## config.mk

```make
export PLATFORM = sky130hd
export DESIGN_NAME = vx_itr_retaddr_unit
export DESIGN_NICKNAME = d
export VERILOG_FILES = /design/src/rtl/vx_itr_retaddr_unit_pkg.sv /design/src/rtl/vx_itr_retaddr_table.sv /design/src/rtl/vx_itr_retaddr_unit.sv
export SDC_FILE = /design/constraint.sdc
export NUM_CORES = 1
export LEC_CHECK = 0
export BUFFER_PORTS_ARGS = -buffer_cell sky130_fd_sc_hd__buf_2
export CELL_PAD_IN_SITES_DETAIL_PLACEMENT = 0
export CELL_PAD_IN_SITES_GLOBAL_PLACEMENT = 2
export CORE_MARGIN = 10
export CORE_UTILIZATION = 39
export DETAILED_ROUTE_END_ITERATION = 16
export PLACE_DENSITY_LB_ADDON = 0.1
export SYNTH_ARGS = -nofsm -noshare
export SYNTH_HDL_FRONTEND = slang
export SYNTH_SLANG_ARGS = --single-unit
```

## constraint.sdc

```tcl
create_clock -name clk -period 7.9 [get_ports clk]
set_input_delay 0.395 -clock clk [delete_from_list [all_inputs] [get_ports clk]]
set_output_delay 0.395 -clock clk [all_outputs]
set_load 0.05 [all_outputs]
```

## src/rtl/vx_itr_retaddr_unit_pkg.sv

```systemverilog
// Shared definitions for the interrupt return-address unit: FSM state
// encoding, CSR addresses of the return-address registers and a width helper.
package vx_itr_retaddr_unit_pkg;

  typedef enum logic [1:0] {
    IDLE  = 2'd0,
    ARMED = 2'd1,
    DONE  = 2'd2
  } itr_state_e;

  // Warp 0 has its own CSR. The other warps read through RAV, which is indexed by warp id.
  localparam logic [11:0] CSR_RAVW0 = 12'hBC0;
  localparam logic [11:0] CSR_RAV   = 12'hBC1;

  // Gives a width of at least one bit, so a single-warp build still has a legal warp-id field.
  function automatic int log2up(input int value);
    return (value > 1) ? $clog2(value) : 1;
  endfunction

endpackage

```

## src/rtl/vx_itr_retaddr_table.sv

```systemverilog
// Per-warp return-PC register file.
// Each warp has its own write enable. There is one registered read port and
// per-warp "captured, not yet consumed" tracking.
module vx_itr_retaddr_table
  import vx_itr_retaddr_unit_pkg::*;
#(
  parameter int WARP_CNT = 4,
  parameter int XLEN     = 32,
  parameter int WID_W    = log2up(WARP_CNT)
) (
  input  logic                     clk,
  input  logic                     reset_n,
  input  logic [WARP_CNT-1:0]      wr_en,
  input  logic [WARP_CNT*XLEN-1:0] wr_data,
  input  logic                     rd_valid,
  input  logic [WID_W-1:0]         rd_wid,
  output logic [XLEN-1:0]          rd_data,
  output logic                     rd_data_valid,
  input  logic                     consume_valid,
  input  logic [WID_W-1:0]         consume_wid,
  output logic [WARP_CNT-1:0]      entry_valid
);

  logic [XLEN-1:0]     table_q [WARP_CNT];
  logic [WARP_CNT-1:0] valid_q, valid_d;
  logic [XLEN-1:0]     rd_data_q;
  logic                rd_data_valid_q;

  // A capture sets the valid flag and a consume clears it.
  // If both hit the same warp in one cycle, the capture wins.
  always_comb begin
    valid_d = valid_q;
    for (int i = 0; i < WARP_CNT; i++) begin
      if (wr_en[i]) begin
        valid_d[i] = 1'b1;
      end else if (consume_valid && (consume_wid == WID_W'(i))) begin
        valid_d[i] = 1'b0;
      end
    end
  end

  // Table writes and the read port share one edge.
  // The read therefore samples the pre-write contents (read-before-write).
  always_ff @(posedge clk) begin
    if (!reset_n) begin
      for (int i = 0; i < WARP_CNT; i++) begin
        table_q[i] <= '0;
      end
      valid_q         <= '0;
      rd_data_q       <= '0;
      rd_data_valid_q <= 1'b0;
    end else begin
      for (int i = 0; i < WARP_CNT; i++) begin
        if (wr_en[i]) begin
          table_q[i] <= wr_data[i*XLEN +: XLEN];
        end
      end
      valid_q         <= valid_d;
      rd_data_valid_q <= rd_valid;
      if (rd_valid) begin
        if ({{(32-WID_W){1'b0}}, rd_wid} < 32'(WARP_CNT)) begin
          rd_data_q <= table_q[rd_wid];
        end else begin
          rd_data_q <= '0;
        end
      end
    end
  end

  assign rd_data       = rd_data_q;
  assign rd_data_valid = rd_data_valid_q;
  assign entry_valid   = valid_q;

endmodule

```

## src/rtl/vx_itr_retaddr_unit.sv

```systemverilog
// Interrupt-side return-address unit.
// It arms JAL overload for a set of warps and captures each warp's true
// return PC when its overloaded JAL commits. It pulses done once every armed
// warp has left the kernel.
module vx_itr_retaddr_unit
  import vx_itr_retaddr_unit_pkg::*;
#(
  parameter int WARP_CNT = 4,
  parameter int XLEN     = 32,
  parameter int WID_W    = log2up(WARP_CNT)
) (
  input  logic                     clk,
  input  logic                     reset_n,
  input  logic                     arm_valid,
  input  logic [WARP_CNT-1:0]      arm_mask,
  output logic                     arm_ready,
  output logic [WARP_CNT-1:0]      overload_jal,
  input  logic [WARP_CNT-1:0]      hit_mask,
  input  logic [WARP_CNT*XLEN-1:0] hit_pc,
  input  logic                     rd_valid,
  input  logic [WID_W-1:0]         rd_wid,
  output logic [XLEN-1:0]          rd_data,
  output logic                     rd_data_valid,
  input  logic                     consume_valid,
  input  logic [WID_W-1:0]         consume_wid,
  output logic [WARP_CNT-1:0]      entry_valid,
  output logic                     done,
  output logic                     arm_err
);

  itr_state_e          state_q, state_d;
  logic [WARP_CNT-1:0] pending_q, pending_d;
  logic [WARP_CNT-1:0] capture;
  logic                arm_err_q, arm_err_d;

  // Next-state logic: sequences arm, then collect, then done.
  // The pending set doubles as the JALOL flags, so a warp stops being
  // overloaded on the same edge that captures its return PC.
  always_comb begin
    state_d   = state_q;
    pending_d = pending_q;
    arm_err_d = arm_err_q;
    capture   = '0;
    case (state_q)
      IDLE: begin
        if (arm_valid && (arm_mask != '0)) begin
          state_d   = ARMED;
          pending_d = arm_mask;
        end
      end
      ARMED: begin
        capture   = hit_mask & pending_q;
        pending_d = pending_q & ~hit_mask;
        if (pending_d == '0) begin
          state_d = DONE;
        end
      end
      DONE: begin
        state_d = IDLE;
      end
      default: begin
        state_d   = IDLE;
        pending_d = '0;
      end
    endcase
    if (arm_valid && (state_q != IDLE)) begin
      arm_err_d = 1'b1;
    end
    // Pending is empty outside ARMED. Any hit there, or any hit on a warp that
    // is not pending, is therefore spurious.
    if ((hit_mask & ~pending_q) != '0) begin
      arm_err_d = 1'b1;
    end
  end

  // State, pending flags and the sticky error register.
  always_ff @(posedge clk) begin
    if (!reset_n) begin
      state_q   <= IDLE;
      pending_q <= '0;
      arm_err_q <= 1'b0;
    end else begin
      state_q   <= state_d;
      pending_q <= pending_d;
      arm_err_q <= arm_err_d;
    end
  end

  assign arm_ready    = (state_q == IDLE);
  assign overload_jal = pending_q;
  assign done         = (state_q == DONE);
  assign arm_err      = arm_err_q;

  vx_itr_retaddr_table #(
    .WARP_CNT (WARP_CNT),
    .XLEN     (XLEN),
    .WID_W    (WID_W)
  ) u_table (
    .clk           (clk),
    .reset_n       (reset_n),
    .wr_en         (capture),
    .wr_data       (hit_pc),
    .rd_valid      (rd_valid),
    .rd_wid        (rd_wid),
    .rd_data       (rd_data),
    .rd_data_valid (rd_data_valid),
    .consume_valid (consume_valid),
    .consume_wid   (consume_wid),
    .entry_valid   (entry_valid)
  );

endmodule

```

==> summary.md <==
| Metric | Value |
|---|---|
| Status | finished clean |
| Tot Pwr | 2050 uW |
| Area of the multi-input gates | 2430 um2 |
| FF-to-FF Start | state_q[0] |
| Vias in the first global route | 5171 |
| Main combinational cell family by area after synthesis | simple AND/OR/NAND/NOR gates |
| Max Root-Sink Buffers | 2 |
| Max-cap viol count | 0 |
| Die area | 24500 um2 |
| Slew @ Worst Pin | 1190 ps |
| Reg area | 4720 um2 |
| #FFs+latches synth | 172 |
| Critical Setup Path Class | reg -> reg |
| Fillcell total | 1659 |
| Fin. Hold Viols | 0 |
| CP delay by family, top | compound AO/OA/AOI/OAI gates |
| Die Height | 157 um |
| Vias/cell | slightly below 5 |
| Share of the synthesized area in the top cell type | 52.9% |
| Largest net degree at the start of global routing | 34 |
| H-tree depth | 4 |
| CP cell instances | nand2_1, o21ai_4 |
| Cells resized by post-CTS repair | 0 |
| Diodes inserted | 0 |
| Initial Utilization | 40.0% |
| DR vias | 4555 |
| Die width | 157 um |
| Total Wirelength | ~20000 um |
| Crit. End Element | flip-flop |
| CP Depth | 2 |
| TritonCTS clock tree | built |
| Grt ovf | 0 |
| Final setup fails | 0 |
| Final net count | ~820 |
| Post-synthesis xor/xnor area fraction | 0% |
| Avg Cell Area, Syn | 14.8 um2 |
| Port bufs | 188 |
| HPWL after DPL | 13700 um |
| Worst reg2reg path endpoint | u_table.table_q[2][0] |
| Worst Setup SP | state_q[0] |
| Unrepaired setup endpoints after global routing | false |
| VDD IR max | between 0.1 and 0.15 mV |
| CP Max Fanout | 32 |
| CTS Sinks | 172 |
| Yosys warnings | 0 |
| First-pass GRT wire length | 29900 um |
| TNS Setup | 0 ps |
| Yosys top cell by area | edfxtp_1 |
| ANT nets after route | 0 |
| Syn Std Cell Area | about 7300 um2 |
| Synth Area in Simple Gates | 15.8% |
| CTS Root Cell | clkbuf_16 |
| Pwr Density | 227 nW/um2 |
| Max-slew violation count | 0 |
| WP data arrival | 2520 ps |
| DRC Markers | 0 |
| Mux cell area share after synthesis | 14.9% |
| Reg clk slew, reported paths | 60 ps |
| Netlist cell types | 31 |
| Number of buffers created by CTS | 17 |
| Clk Latency, worst-skew pair | 420 ps |
| Register-to-register setup slack | 5410 ps |
| Fin crit period | 2490 ps |
| WL per Instance | between 20 and 25 um |
| Cells after Synth | 492 |
| Fmax achieved | about 400 MHz |
| Initial DRC Count | 237 |
| Initial antenna violation count | 0 |
| CP Buf/Inv Count | 0 |
| Area delta synth->final | 24.1% |
| Core box area | 18100 um2 |
| Worst slew margin | 20.3% |
| Share of cells above drive strength 1 | approximately two fifths |
| Rows | 49 |
| CP max stage delay | between 1000 and 1500 ps |
| Post-Route Utilization | 49.7% |
| CP Capture Point | u_table.table_q[2][0] |
| Synth area leaders | edfxtp_1 (53%), dfxtp_1 (12%), and2_1 (11%) |
| Setup Skew | 15.2 ps |
| Sequential share of the synthesized area | around 65% |
| Reg2Reg Depth | 2 |
| Gr usage total | between 10% and 20% |
| # Post-CTS Setup Buffers | 0 |
| Critical Path RT | 7930 ps |
| Min-Delay Path Class | in -> reg |
| Synth Area in Compound Gates | 2.00% |
| # hold bufs at CTS | 0 |
| Final GP Congestion | 0.728 |
| CP max-delay cell | o21ai_4 |
| Mapped Nets | ~640 |
| CP startpoint kind | flip-flop |
| P_leak | roughly 0.0038 uW |
| Period utilisation layout | between 30% and 40% |
| Post-Synth Adder-Cell Area | 0% |
| # IOs | 189 |
| Pre-Repair DR Iteration Count | 4 |
## cell usage in the layout, fill, tap and decap left out, types with 2 or more instances in the layout
cell / n
buf_2: 188
and2_1: 129
edfxtp_1: 128
dfxtp_1: 44
mux2i_1: 36
nor2_1: 34
mux4_2: 32
clkbuf_16: 17
nand2_1: 10
nor2b_1: 10
o21ai_0: 7
buf_4: 7
inv_1: 6
o21ai_4: 4
and3b_1: 4
clkinv_4: 4
clkinvlp_4: 3
nor2_4: 2
nor2_2: 2
a21oi_1: 2
a31o_2: 2
inv_6: 2
clkinv_2: 2
clkbuf_1: 2
## cell usage after synthesis
cell and instances:
mux2i_1 36, nor2_2 4, a31o_2 2, dfxtp_1 44
o311ai_0 1, a31oi_1 1, buf_4 1, a222oi_1 1
and2_1 129, or4_4 1, buf_6 3, nand3b_4 1
nand2_1 10, buf_2 7, inv_1 6, and3b_1 4
nor4_1 1, nand3b_1 1, nand3_1 1, a2111oi_0 1
clkbuf_2 4, clkbuf_1 13, mux4_2 32, clkinv_1 1
nor2_1 34, edfxtp_1 128, a31oi_4 1, nor2b_1 10
o211ai_1 1, a21oi_1 2, o21ai_0 11
## worst min-delay path by stage
stage,startpoint,slack [ps],depth (start not counted),endpoint
global placement,u_table.rd_data[20],470,2,u_table.rd_data[20]
global route,hit_pc[70],230,2,u_table.table_q[2][6]
floorplan,state_q[1],480,1,state_q[0]
CTS,hit_pc[70],230,2,u_table.table_q[2][6]
detailed placement,u_table.rd_data[2],480,2,u_table.rd_data[2]
finish,hit_pc[40],250,2,u_table.table_q[1][8]
## power by group
| group | total (uW) | switching (uW) | internal (uW) |
|---|---|---|---|
| Sequential | 1030 | 20.4 | 1010 |
| Combinational | 217 | 135 | 82.4 |
| Clock | 797 | 351 | 445 |
## sequential cells by signal, summed over array words and instances (netlist names)
register,flops
u_table.entry_valid,4
arm_err,1
u_table.rd_data_valid,1
u_table.table_q,128
overload_jal,4
state_q,2
u_table.rd_data,32
## kinds of logic (layout without fill, tap and decap cells)
family | Yosys count | in the layout
compound gates | 21 | 21
flops | 172 | 172
mux | 68 | 68
simple gates | 196 | 196
buf+inv | 35 | 234
## per-layer routing
metal  global-route usage (%)  vias to the layer above  share of wire [%]
met5                        0                        -                  0
met4                     4.67                        0               0.93
met3                     4.82                        8                6.3
met2                     28.8                      136                 52
met1                     18.9                     2265                 41
li1                         -                     2146                  -
## stage by stage
stage | instance area, um2 | std cells | hold WS [ps] | setup WS, ps
floorplan | 7270 | 492 | 484 | 4270
global placement | 8460 | 888 | 466 | 5400
detailed placement | 8460 | 888 | 481 | 5390
CTS | 9020 | 920 | 230 | 5370
global route | 9020 | 920 | 234 | 5230
finish | 9020 | 920 | 250 | 5410
## area by class of cell
class	instances	share of cell area, %
Multi-Input combinational cell	285	26.9
Clock buffer	20	4.95
Sequential cell	172	52.4
Clock inverter	12	1.28
Timing Repair Buffer	195	11.0
Inverter	7	0.291
Tap cell	229	3.18
## worst register-to-register path: cells and delay by family (launching register included)
kind             cells  cell delay (ps)
AO/OA/AOI/OAI        1             1010
flip-flops           1              670
AND/OR/NAND/NOR      1              380
No activity file was read; power rests on OpenSTA's default activity.
